===== config.mk =====
export PLATFORM = sky130hd
export DESIGN_NAME = bitmap_encoder_flat
export DESIGN_NICKNAME = d
export VERILOG_FILES = /design/src/rtl/bitmap_if.sv /design/src/rtl/bitmap_encoder.sv /design/src/flat_wrapper.sv
export SDC_FILE = /design/constraint.sdc
export NUM_CORES = 1
export LEC_CHECK = 0
export CORE_AREA = 2 2 39 41
export CTS_BUF_LIST = sky130_fd_sc_hd__clkbuf_2 sky130_fd_sc_hd__clkbuf_4 sky130_fd_sc_hd__clkbuf_8
export CTS_CLUSTER_SIZE = 20
export DETAILED_ROUTE_END_ITERATION = 6
export DIE_AREA = 0 0 41 43
export PLACE_DENSITY = 0.58
export SKIP_CTS_REPAIR_TIMING = 1
export SLEW_MARGIN = 20
export SYNTH_ARGS = -nofsm -noshare
export SYNTH_HDL_FRONTEND = slang
export SYNTH_SLANG_ARGS = --single-unit

===== constraint.sdc =====
create_clock -name clk -period 2.05 [get_ports clk]
set_input_delay 0.3075 -clock clk [delete_from_list [all_inputs] [get_ports clk]]
set_output_delay 0.3075 -clock clk [all_outputs]
set_load 0.1 [all_outputs]

===== src/rtl/bitmap_if.sv =====
// Handshake bundle between bitmap producer, bitmap_encoder and index consumer.
// out_zero exists only when BITMAP_ZERO_FLAG_EN is defined.
interface bitmap_if #(
    parameter int SIZE  = 2,
    parameter int IN_SZ = 4
);
    logic [IN_SZ-1:0] in_vec;
    logic             in_valid;
    logic             in_ready;
    logic [SIZE-1:0]  out_index;
    logic             out_valid;
    logic             out_ready;
    logic             out_last;
`ifdef BITMAP_ZERO_FLAG_EN
    logic             out_zero;

    modport master (
        output in_vec, in_valid, out_ready,
        input  in_ready, out_index, out_valid, out_last, out_zero
    );
    modport slave (
        input  in_vec, in_valid, out_ready,
        output in_ready, out_index, out_valid, out_last, out_zero
    );
`else
    modport master (
        output in_vec, in_valid, out_ready,
        input  in_ready, out_index, out_valid, out_last
    );
    modport slave (
        input  in_vec, in_valid, out_ready,
        output in_ready, out_index, out_valid, out_last
    );
`endif
endinterface


===== src/rtl/bitmap_encoder.sv =====
// Sequential priority encoder: emits the index of every set bit of a bitmap, lowest first.
// Optional BITMAP_ZERO_FLAG_EN: an all-zero bitmap produces one beat flagged by out_zero.
module bitmap_encoder #(
    parameter int SIZE  = 2,
    parameter int IN_SZ = 4
) (
    input  logic     clk,
    input  logic     rst,
    bitmap_if.slave  bus
);
    typedef enum logic {
        S_IDLE = 1'b0,
        S_EMIT = 1'b1
    } state_t;

    state_t           r_state;
    state_t           w_state_nxt;
    logic [IN_SZ-1:0] r_pend;
    logic [IN_SZ-1:0] w_pend_low_clr;
    logic             w_in_ready;
    logic             w_out_valid;
    logic [SIZE-1:0]  w_out_index;
    logic             w_out_last;
    logic             w_accept;
    logic             w_out_fire;

    // x & (x-1) drops the lowest set bit; zero result means at most one bit was set.
    assign w_pend_low_clr = r_pend & (r_pend - IN_SZ'(1));
    assign w_accept       = w_in_ready && bus.in_valid;
    assign w_out_fire     = w_out_valid && bus.out_ready;

    // NOTE: sequential state uses non-blocking (<=) so every register sees pre-edge values.
    always_ff @(posedge clk) begin
        if (rst) begin
            r_state <= S_IDLE;
        end else begin
            r_state <= w_state_nxt;
        end
    end

    // NOTE: every always_comb output gets a default first, so no path can infer a latch.
    always_comb begin
        w_state_nxt = r_state;
        case (r_state)
            S_IDLE: begin
                if (w_accept) begin
`ifdef BITMAP_ZERO_FLAG_EN
                    w_state_nxt = S_EMIT;
`else
                    w_state_nxt = (bus.in_vec != '0) ? S_EMIT : S_IDLE;
`endif
                end
            end
            S_EMIT: begin
                if (w_out_fire && w_out_last) begin
                    w_state_nxt = S_IDLE;
                end
            end
            default: w_state_nxt = S_IDLE;
        endcase
    end

    always_comb begin
        w_in_ready  = (r_state == S_IDLE) && !rst;
        w_out_valid = (r_state == S_EMIT);
        w_out_last  = (r_state == S_EMIT) && (w_pend_low_clr == '0);
        w_out_index = '0;
        for (int k = IN_SZ - 1; k >= 0; k--) begin
            if (r_pend[k]) begin
                w_out_index = SIZE'(k);
            end
        end
    end

    // r_pend is only non-zero in EMIT, so the IDLE outputs fall back to their reset values.
    always_ff @(posedge clk) begin
        if (rst) begin
            r_pend <= '0;
        end else if (w_accept) begin
            r_pend <= bus.in_vec;
        end else if (w_out_fire) begin
            r_pend <= w_pend_low_clr;
        end
    end

    assign bus.in_ready  = w_in_ready;
    assign bus.out_valid = w_out_valid;
    assign bus.out_index = w_out_index;
    assign bus.out_last  = w_out_last;
`ifdef BITMAP_ZERO_FLAG_EN
    assign bus.out_zero  = (r_state == S_EMIT) && (r_pend == '0);
`endif

endmodule


===== src/flat_wrapper.sv =====
// flat-port wrapper written by rule: the top's interface ports become plain ports
module bitmap_encoder_flat 
#(
    parameter int SIZE  = 2,
    parameter int IN_SZ = 4
)
  (clk, rst, bus_in_vec, bus_in_valid, bus_out_ready, bus_in_ready, bus_out_index, bus_out_valid, bus_out_last);
  bitmap_if #(.SIZE(SIZE), .IN_SZ(IN_SZ)) bus_i ();
  input  logic clk;
  input  logic rst;
  input wire logic [$bits(bus_i.in_vec)-1:0] bus_in_vec;
  input wire logic [$bits(bus_i.in_valid)-1:0] bus_in_valid;
  input wire logic [$bits(bus_i.out_ready)-1:0] bus_out_ready;
  output wire logic [$bits(bus_i.in_ready)-1:0] bus_in_ready;
  output wire logic [$bits(bus_i.out_index)-1:0] bus_out_index;
  output wire logic [$bits(bus_i.out_valid)-1:0] bus_out_valid;
  output wire logic [$bits(bus_i.out_last)-1:0] bus_out_last;
  assign bus_i.in_vec = bus_in_vec;
  assign bus_i.in_valid = bus_in_valid;
  assign bus_i.out_ready = bus_out_ready;
  assign bus_in_ready = bus_i.in_ready;
  assign bus_out_index = bus_i.out_index;
  assign bus_out_valid = bus_i.out_valid;
  assign bus_out_last = bus_i.out_last;
  bitmap_encoder #(.SIZE(SIZE), .IN_SZ(IN_SZ)) u_core (.clk(clk), .rst(rst), .bus(bus_i));
endmodule

### Word-level counts from Yosys, hierarchy flattened

Index checks and enable logic that the tools add are counted.

| word-level totals | value |
|---|---|
| output and inout port bits | 5 |
| flip-flop bits (word level) | 5 |
| logic and storage cells | 24 |
| input bits | 8 |

| operators by class | value |
|---|---|
| $add $sub $neg | 1 |
| muxes and demuxes | 10 |
| reduce and logical (&&, ||, !) cells | 9 |
| bitwise operators | 2 |

Operators by type and width:

| operator | count |
|---|---|
| 2-to-1 mux 2 bit | 4 |
| 2-to-1 mux 4 bit | 2 |
| logical AND 1 bit | 5 |
| bitwise AND 4 bit | 1 |
| logical NOT 4 bit | 1 |
| nonzero test 4 bit | 1 |
| subtractor 4 x 1 -> 4 bit, second input constant | 1 |
| 2-to-1 mux 1 bit | 3 |
| one-hot mux 1 bit (2 select lines) | 1 |
| nonzero test 2 bit | 1 |
| logical NOT 1 bit | 1 |
| inverter 1 bit | 1 |

### Longest topological paths before layout

Gate-level depths: netlist of the first run.

| logic depth | value |
|---|---|
| depth after elaboration | 7 |
| mapped depth | 5 |
| gate-level depth less buffers | 4 |

### Least setup slack after synthesis of the first run

No wires, ideal clock.

| timing | value |
|---|---|
| kind | register -> output |
| from | register u_core.r_pend[3] |
| to | output bus_out_index[1] |
| path slack | -0.929 ns |
| arrival | 2.672 ns |
| data required time | 1.742 ns |
| cell stages (with the launch flop) | 3 |
| path buffers | 0 |
| path through | dfxtp_1 inv_1 a211oi_1 |

| between the ends | value |
|---|---|
| word-level cells in the longest chain between the ends | 4 |

RTL lines:

| element | line | text |
|---|---|---|
| start: declaration | bitmap_encoder.sv:18 | `logic [IN_SZ-1:0] r_pend;` |
| start signal: assignment | bitmap_encoder.sv:80 | `r_pend <= bus.in_vec;` |
| start signal: assignment | bitmap_encoder.sv:82 | `r_pend <= w_pend_low_clr;` |
| 2-to-1 mux 2 bit (4 in a row) | bitmap_encoder.sv:69 | `if (r_pend[k]) begin` |
| end: declaration | flat_wrapper.sv:15 | `output wire logic [$bits(bus_i.out_index)-1:0] bus_out_index;` |

No other way between the ends.

### Final worst setup path of the first run

| timing | value |
|---|---|
| from | register u_core.r_pend[0] |
| to | output bus_out_last |

| between the ends | value |
|---|---|
| word-level cells in the longest chain between the ends | 4 |

RTL lines:

| element | line | text |
|---|---|---|
| subtractor 4 x 1 -> 4 bit | bitmap_encoder.sv:28 | `assign w_pend_low_clr = r_pend & (r_pend - IN_SZ'(1));` |
| bitwise AND 4 bit * | bitmap_encoder.sv:28 |  |
| logical NOT 4 bit * | bitmap_encoder.sv:66 | `w_out_last = (r_state == S_EMIT) && (w_pend_low_clr == '0);` |
| logical AND 1 bit * | bitmap_encoder.sv:66 |  |
| end: declaration | flat_wrapper.sv:17 | `output wire logic [$bits(bus_i.out_last)-1:0] bus_out_last;` |

Mark *: on every way between the ends. The rest lies on a longest branch, timed or not.

==> run metrics, run 1 <==
sink count of the clock tree=5; met1 layer usage reported by global route=11.22%; RSZ-0062 raised after global routing=no; antenna viol nets, final=0; post-route DRC violation count=0; final hold viol count=0; setup_tns=0 ns; Tightest Hold Check Type=flip-flop to flip-flop; post-synthesis cell type with the largest combined area=sky130_fd_sc_hd__dfxtp_1; Netlist cell types=15; global-route track usage on met2=14.69%; count of H-tree levels built during CTS=1; met3 layer usage reported by global route=3.665%; share of the clock period used by the worst path after layout=78.47%; fraction of final layout cells sized beyond drive strength 1=29.41%; NumNets Final=60; Worst-Skew Late Latency=0.24 ns; Placer Congestion=0.7685; kind of capture point of the worst setup path=output pin; power density cells=801.2 nW/um^2; number of setup violations in the final report=0; most frequent standard cell in the layout excluding fill and tap cells=sky130_fd_sc_hd__clkdlybuf4s50_1; commonest cells after routing, fill and taps aside=sky130_fd_sc_hd__clkdlybuf4s50_1, sky130_fd_sc_hd__nor2_1; critical setup path kind=flip-flop to output pin; maximum operating frequency=621.7 MHz; clock tree from TritonCTS=done; total number of yosys warnings=0; final period demand of the worst path=1.609 ns; overall overflow remaining after global route=0; FILL cells=150; cell count after synthesis=36; number of iterations in the first detailed-routing pass=2; count of antenna diodes in the layout=0; via count of the first global-routing pass=306; Static Leakage=0.0001914 uW; nets in the synthesized netlist=44; horizontal die dimension=41 um; arrival time at the worst endpoint=1.30 ns; Area Growth Syn to Fin=78.48%; Post-Synthesis Cell Area=279.0 sq um; run status=completed; Maximum Capacitance Violations=0; Yosys reg bits=5; Die Area=1763 sq um; Via density=4.627; VDD IR-drop max=0.2687 mV; starting density of the core=20.16%; Core Region=1384 sq um; via count=310; worst hold margin=0.5936 ns; per-instance average area after synthesis=7.750 sq um; worst-case clock buffer depth=2; share of the synthesized area in the top cell type=35.87%; Placed Cells incl. Taps=63; global router's overall resource usage=10.73%; antenna violations before repair=0; PortBufs=12; clock skew after layout=0.0008834 ns; HPWL after detailed placement=552.4 um; CTS root buffer=sky130_fd_sc_hd__clkbuf_4; share of the yosys chip area belonging to registers=35.87%; transition time of the tightest slew-check pin=0.2776 ns; top-level I/O count=13; drt wl/cell=10.33 um; WP data required=1.74 ns; DRT Wirelength=692 um; final standard cell count with taps included and fillers excluded=67; normalized max-slew margin=81.46%; total CTS buffers=3; overall power=399.0 uW; Starting DRT DRC Count=2; largest net degree at the start of global routing=9; crit-path max FO=7; most crowded layer after global routing=met2; Area contributors post-synth=sky130_fd_sc_hd__dfxtp_1, sky130_fd_sc_hd__nor2_1, sky130_fd_sc_hd__a211oi_1; global-route wire length before repair=1207 um; height of the die=43 um; register clock-pin slew on the reported worst setup and hold paths=0.04 ns; Final Max Slew Viols=0; total number of placement rows=14; sort of element at the start of the critical path=flip-flop
[power breakdown]
group          total, uW  switching [uW]  internal (uW)
registers            116            11.3            105
logic                158            97.4           60.6
clock network        125            38.4           86.7
total                399             147            252
[final timing paths]
path | start | to | slack, ns | cells after the start
max | u_core.r_pend[0] | bus_out_last | 0.44 | 4
min | u_core.bus.out_valid | u_core.bus.out_valid | 0.59 | 2
max reg2reg | u_core.r_pend[0] | u_core.bus.out_valid | 0.90 | 4
min reg2reg | u_core.bus.out_valid | u_core.bus.out_valid | 0.59 | 2
[kinds of logic after synthesis]
kind of cell	count (synthesis)	share of synthesized area [%]
buffers and inverters	3	4.484
DFF	5	35.88
AOI/OAI and AO/OA	10	23.77
and+or+nand+nor	16	28.70
muxes	2	7.175
[through the flow]
stage	area (sq um)	setup WS (ns)	utilization (%)
final	498.0	0.4414	35.99
after global routing	498.0	0.3701	35.99
after CTS	498.0	0.4387	35.99
after detailed placement	467.9	0.4803	33.82
after global placement	467.9	0.4896	33.82
after floorplan	295.3	0.01491	-
[critical path, stage by stage (launching register included)]
cell	delay (ns)
sky130_fd_sc_hd__dfxtp_1	0.46
sky130_fd_sc_hd__a211oi_1	0.11
sky130_fd_sc_hd__nor2_1	0.24
sky130_fd_sc_hd__nor2b_4	0.07
sky130_fd_sc_hd__buf_12	0.17
[routing by layer]
layer	vias to the layer above	wire length, um
met5	-	0
met4	0	19
met3	2	19
met2	5	352
met1	143	300
li1	160	-
[sequential cells by signal, summed over array words and instances (netlist names)]
name,count
u_core.bus.out_valid,1
u_core.r_pend,4
[synthesized netlist by cell type]
cell,count
sky130_fd_sc_hd__nor3_1,3
sky130_fd_sc_hd__inv_1,2
sky130_fd_sc_hd__nor2b_2,1
sky130_fd_sc_hd__dfxtp_1,5
sky130_fd_sc_hd__nand2_2,1
sky130_fd_sc_hd__nor2b_1,2
sky130_fd_sc_hd__a22oi_1,2
sky130_fd_sc_hd__or4_1,1
sky130_fd_sc_hd__nand2_1,1
sky130_fd_sc_hd__mux2i_1,2
sky130_fd_sc_hd__a21oi_1,4
sky130_fd_sc_hd__a211oi_1,3
sky130_fd_sc_hd__a211o_1,1
sky130_fd_sc_hd__nor2_1,7
sky130_fd_sc_hd__buf_2,1
[area by class of cell]
cell class	count	area (sq um)	area share (%)
tap	16	20.02	4.020
timing repair buffer	12	157.7	31.66
multi-input combinational	28	181.4	36.43
sequential	5	101.3	20.35
clock buffer	4	30.03	6.030
inverter	2	7.507	1.508
Power figures use the tool's default switching activity.
==> run 2, diff against run 1 <==
clock period = 1.7 ns   (was 2.05 ns; I/O delays follow)
==> run 2 against run 1 <==
- hold slack better by 0.0086 ns
- combinational power up 26%
- die area unchanged
- sequential share of layout area down 0.50 points
- wire length up 4.9%
- non-clock buffer count up 1
- clock skew up 0.0072 ns
- sequential power up 21%
- count of clock-buffer cells in the layout unchanged
- register-to-register slack worse by 0.33 ns
- largest cell class unchanged
==> run metrics, run 2 (same netlist as run 1, synthesis figures left out) <==
post-route DRC violation count=0 (unchanged); cell family contributing the most delay on the critical path=flip-flops; global router's overall resource usage=11.46% (+0.73 points); antenna viol nets, final=0 (unchanged); total CTS buffers=3 (unchanged); most frequent standard cell in the layout excluding fill and tap cells=sky130_fd_sc_hd__clkdlybuf4s50_1; WP data required=1.44 ns (-0.30 ns); register clock-pin slew on the reported worst setup and hold paths=0.05 ns (about the same); final hold viol count=0 (unchanged); Final Max Slew Viols=0 (unchanged); drt wl/cell=10.68 um (+3.4%); reg-to-reg slack, setup=0.57 ns (-0.33 ns); DP Worst Slack=0.1787 ns (-0.3016 ns); largest stage delay on the critical path=0.46 ns (about the same); FILL cells=140 (-6.7%); via count of the first global-routing pass=313 (+2.3%); normalized max-slew margin=82.22% (+0.76 points); cells along the critical path=a211oi_1 -> nor2_1 -> nor2b_4 -> buf_12; standard cell with the maximum stage delay on the critical path=sky130_fd_sc_hd__dfxtp_1; CTS root buffer=sky130_fd_sc_hd__clkbuf_4; global-route wire length before repair=1262 um (+4.6%); Tightest Hold Check Type=flip-flop to flip-flop; final period demand of the worst path=1.555 ns; R2R cell count=4 (unchanged); clock skew after layout=0.008130 ns (+0.007246 ns); starting density of the core=20.16% (unchanged); count of antenna diodes in the layout=0 (unchanged); max FFs per register=4 (unchanged); NumNets Final=61 (+1.7%); setup_tns=0 ns (unchanged); height of the die=43 um (unchanged); number of iterations in the first detailed-routing pass=4 (+2); DRT Wirelength=726 um (+4.9%); VDD IR-drop max=0.3560 mV (+32%); worst hold margin=0.6022 ns (+0.008574 ns); crit-path max FO=7 (unchanged); number of stages on the worst hold path=2 (unchanged); HPWL after detailed placement=574.9 um (+4.1%); overall overflow remaining after global route=0 (unchanged); PortBufs=12 (unchanged); Placed Instance Area=493.0 sq um (+5.3%); endpoint of the worst setup timing path=bus_out_last; total number of cells along the worst setup path=4 (unchanged); top-level I/O count=13 (unchanged); Starting DRT DRC Count=4 (+2); worst-case clock buffer depth=2 (unchanged); beginning of the worst hold path=u_core.bus.out_valid; fraction of final layout cells sized beyond drive strength 1=32.69% (+3.3 points); cell area after layout=523.0 sq um (+5.0%); overall power=498.8 uW (+25%); run status=completed; critical setup path kind=flip-flop to output pin; via count=331 (+6.8%); Via density=4.868 (+5.2%); Setup crit start=u_core.r_pend[0]; RSZ-0062 raised after global routing=no; arrival time at the worst endpoint=1.30 ns (about the same); most crowded layer after global routing=met2; power density cells=953.8 nW/um^2 (+19%); Die Area=1763 sq um (unchanged); number of setup violations in the final report=0 (unchanged); Core Region=1384 sq um (unchanged); count of H-tree levels built during CTS=1 (unchanged); horizontal die dimension=41 um (unchanged); buffering stage count on the worst path with inverters included=1 (unchanged); total number of placement rows=14 (unchanged); Area Growth Syn to Fin=87.44%; commonest cells after routing, fill and taps aside=sky130_fd_sc_hd__clkdlybuf4s50_1, sky130_fd_sc_hd__nor2_1, sky130_fd_sc_hd__buf_12; clock tree from TritonCTS=done; final worst setup slack=0.1446 ns (-0.2968 ns); met1 layer usage reported by global route=12.58% (+1.4 points); maximum operating frequency=642.9 MHz; sort of element at the start of the critical path=flip-flop; Reg-to-Reg Start=u_core.r_pend[0]; Static Leakage=0.0002000 uW (+4.5%); largest net degree at the start of global routing=9 (unchanged); met3 layer usage reported by global route=3.665% (unchanged); Maximum Capacitance Violations=0 (unchanged); antenna violations before repair=0 (unchanged); share of the clock period used by the worst path after layout=91.49%; Placer Congestion=0.7788 (+1.3%); global-route track usage on met2=14.69% (unchanged); sink count of the clock tree=5 (unchanged); kind of capture point of the worst setup path=output pin; transition time of the tightest slew-check pin=0.2663 ns (-0.01134 ns); register bank with the most flops=u_core.r_pend; Worst-Skew Late Latency=0.25 ns (about the same); capturing point of the worst reg2reg path=u_core.bus.out_valid
## run 2: metrics by stage
stage	instances	utilization [%]
2_1_floorplan	36	-
3_3_place_gp	64	35.62
3_5_place_dp	64	35.62
4_1_cts	68	37.79
5_1_grt	68	37.79
6_report	68	37.79
## run 2: metal layers
metal  up-vias  part of all wire, %
met5         -                    0
met4         0                  7.7
met3         6                  4.1
met2        11                   47
met1       154                   41
li1        160                    -
## run 2: power by group
group,switching [uW],internal (uW)
Clock,55.0,105
Sequential,14.6,126
Combinational,118,80.2
## run 2: worst min-delay path by stage
stage,to
after detailed placement,u_core.bus.out_valid
after global placement,u_core.bus.out_valid
after CTS,u_core.bus.out_valid
final,u_core.bus.out_valid
after floorplan,u_core.r_pend[3]
after global routing,u_core.r_pend[3]
## run 2: area by class of cell
type,count,area (sq um),share of cell area (%)
Clock buffer,4,30.03,5.742
Inverter,2,7.507,1.435
Multi-Input combinational cell,28,183.9,35.17
Sequential cell,5,103.9,19.86
Tap cell,16,20.02,3.828
Timing Repair Buffer,13,177.7,33.97
## run 2: worst reg2reg max path, stage by stage (launching register included)
cell and delay [ns]:
sky130_fd_sc_hd__dfxtp_1 0.46, sky130_fd_sc_hd__a211oi_1 0.12, sky130_fd_sc_hd__nor2_1 0.23, sky130_fd_sc_hd__nor2_1 0.09, sky130_fd_sc_hd__nor3_1 0.16
==> run 3, diff against run 2 <==
CTS_BUF_LIST = sky130_fd_sc_hd__clkbuf_16   (was sky130_fd_sc_hd__clkbuf_2 sky130_fd_sc_hd__clkbuf_4 sky130_fd_sc_hd__clkbuf_8)
==> run 3 against run 2 <==
- critical endpoint unchanged
- hold slack got worse by 0.010 ns
- critical path type unchanged
- combinational power hardly changed
- cell count unchanged
- sequential power about the same
- sequential share of layout area is 1.7 points lower
- clock skew down 0.0057 ns
- critical path depth did not move
- maximum frequency increased by 1.1%
- flip-flop and latch count did not move
- first-iteration DRC count rose by 100%
- die area unchanged
- count of clock-buffer cells in the layout down 1
==> run metrics, run 3 (same netlist as run 1, synthesis figures left out) <==
cells along the critical path=a211oi_1 -> nor2_1 -> nor2b_4 -> buf_12; cell family contributing the most delay on the critical path=flip-flops; number of stages on the worst hold path=2 (unchanged); most frequent standard cell in the layout excluding fill and tap cells=sky130_fd_sc_hd__clkdlybuf4s50_1; largest net degree at the start of global routing=9 (unchanged); net switching component of the power=211.3 uW (+12%); height of the die=43 um (unchanged); portion of total power attributed to the clock network=52.9% (+21 points); transition time of the tightest slew-check pin=0.2696 ns (+0.003351 ns); HPWL after detailed placement=574.9 um (unchanged); normalized max-slew margin=82.00% (-0.22 points); final worst setup slack=0.1621 ns (+0.01748 ns); reg-to-reg slack, setup=0.56 ns (about the same); post-route core utilization=41.32% (+3.5 points); share of the clock period used by the worst path after layout=90.46% (-1.0 points); number of setup violations in the final report=0 (unchanged); VDD IR-drop max=0.7524 mV (+110%); overall power=722.3 uW (+45%); fraction of power spent switching nets=29.26% (-8.4 points); post-route DRC violation count=0 (unchanged); Placer Congestion=0.7788 (unchanged); top-level I/O count=13 (unchanged); kind of capture point of the worst setup path=output pin; maximum operating frequency=650.2 MHz (+1.1%); Worst-Skew Late Latency=0.23 ns (-0.02 ns); clock skew after layout=0.002438 ns (-0.005691 ns); capturing point of the worst reg2reg path=u_core.bus.out_valid; final hold viol count=0 (unchanged); max FFs per register=4 (unchanged); count of antenna diodes in the layout=0 (unchanged); R2R cell count=4 (unchanged); via count of the first global-routing pass=336 (+7.3%); DRT Wirelength=779 um (+7.3%); fraction of final layout cells sized beyond drive strength 1=30.77% (-1.9 points); drt wl/cell=11.46 um (+7.3%); WP data required=1.44 ns (about the same); total number of placement rows=14 (unchanged); starting density of the core=20.16% (unchanged); Final Max Slew Viols=0 (unchanged); worst-case clock buffer depth=2 (unchanged); crit-path max FO=7 (unchanged); PortBufs=12 (unchanged); buffering stage count on the worst path with inverters included=1 (unchanged); relative contribution of sequential cells to total power=19.5% (-8.6 points); Core Region=1384 sq um (unchanged); register bank with the most flops=u_core.r_pend; standard cell with the maximum stage delay on the critical path=sky130_fd_sc_hd__dfxtp_1; largest stage delay on the critical path=0.46 ns (about the same); sort of element at the start of the critical path=flip-flop; worst hold margin=0.5918 ns (-0.01038 ns); RSZ-0062 raised after global routing=no; total number of cells along the worst setup path=4 (unchanged); horizontal die dimension=41 um (unchanged); total CTS buffers=3 (unchanged); Die Area=1763 sq um (unchanged); NumNets Final=61 (unchanged); setup_tns=0 ns (unchanged); global-route wire length before repair=1366 um (+8.2%); Tightest Hold Check Type=flip-flop to flip-flop; Int Power=511.0 uW (+64%); Via density=4.868 (unchanged); Starting DRT DRC Count=8 (+4); register clock-pin slew on the reported worst setup and hold paths=0.03 ns (-0.02 ns); antenna viol nets, final=0 (unchanged); DP Worst Slack=0.1787 ns (unchanged); endpoint of the worst setup timing path=bus_out_last; power density cells=1263 nW/um^2 (+32%); Maximum Capacitance Violations=0 (unchanged); commonest cells after routing, fill and taps aside=sky130_fd_sc_hd__clkdlybuf4s50_1, sky130_fd_sc_hd__nor2_1, sky130_fd_sc_hd__buf_12; count of H-tree levels built during CTS=1 (unchanged); Area Growth Syn to Fin=104.9%; critical setup path kind=flip-flop to output pin; CTS root buffer=sky130_fd_sc_hd__clkbuf_16; Reg-to-Reg Start=u_core.r_pend[0]; antenna violations before repair=0 (unchanged); run status=completed; sink count of the clock tree=5 (unchanged); part of the total power dissipated in combinational logic=27.6% (-12 points); overall overflow remaining after global route=0 (unchanged); number of iterations in the first detailed-routing pass=3 (-1); via count=331 (unchanged); final period demand of the worst path=1.538 ns (-0.01748 ns); arrival time at the worst endpoint=1.28 ns (-0.02 ns); Static Leakage=0.0002239 uW (+12%); clock tree from TritonCTS=done; Setup crit start=u_core.r_pend[0]; global router's overall resource usage=12.76% (+1.3 points)
==> run 3: layout make-up <==
type	count	area, sq um
timing repair buffer	13	177.7
inverter	2	7.507
tap	16	20.02
fill	131	812.0
clock buffer	3	75.07
multi-input combinational	28	183.9
clock inverter	1	3.754
sequential	5	103.9
==> run 3: power by group through the flow <==
stage | Combinational, uW | Clock [uW] | Sequential, uW
detailed placement | 199 | 0 | 142
finish | 199 | 382 | 141
global placement | 199 | 0 | 142
floorplan | 113 | 0 | 150
global route | 209 | 390 | 143
CTS | 201 | 386 | 141
==> run 3: how the worst min path moves through the flow <==
stage                     slack, ns              endpoint                  from
after floorplan                0.32      u_core.r_pend[3]                   rst
after detailed placement       0.59  u_core.bus.out_valid  u_core.bus.out_valid
after CTS                      0.60  u_core.bus.out_valid  u_core.bus.out_valid
after global routing           0.64      u_core.r_pend[3]         bus_in_vec[3]
after global placement         0.57  u_core.bus.out_valid  u_core.bus.out_valid
final                          0.59  u_core.bus.out_valid  u_core.bus.out_valid
==> run 3: worst reg2reg max path: cells and delay by family (launching register included) <==
kind	cells	cell delay [ns]
simple gates	3	0.48
compound gates	1	0.12
flops	1	0.46
==> run 3: metrics by stage <==
step	instance area (sq um)	cells
finish	571.8	68
global route	571.8	68
CTS	571.8	68
detailed placement	493.0	64
global placement	493.0	64
floorplan	300.3	36
==> run 3: per-layer routing <==
metal	GRT usage [%]	routed length, um	vias to the layer above
met5	0	0	-
met4	15.33	65	0
met3	5.236	39	6
met2	17.19	389	10
met1	12.58	285	155
li1	-	-	160
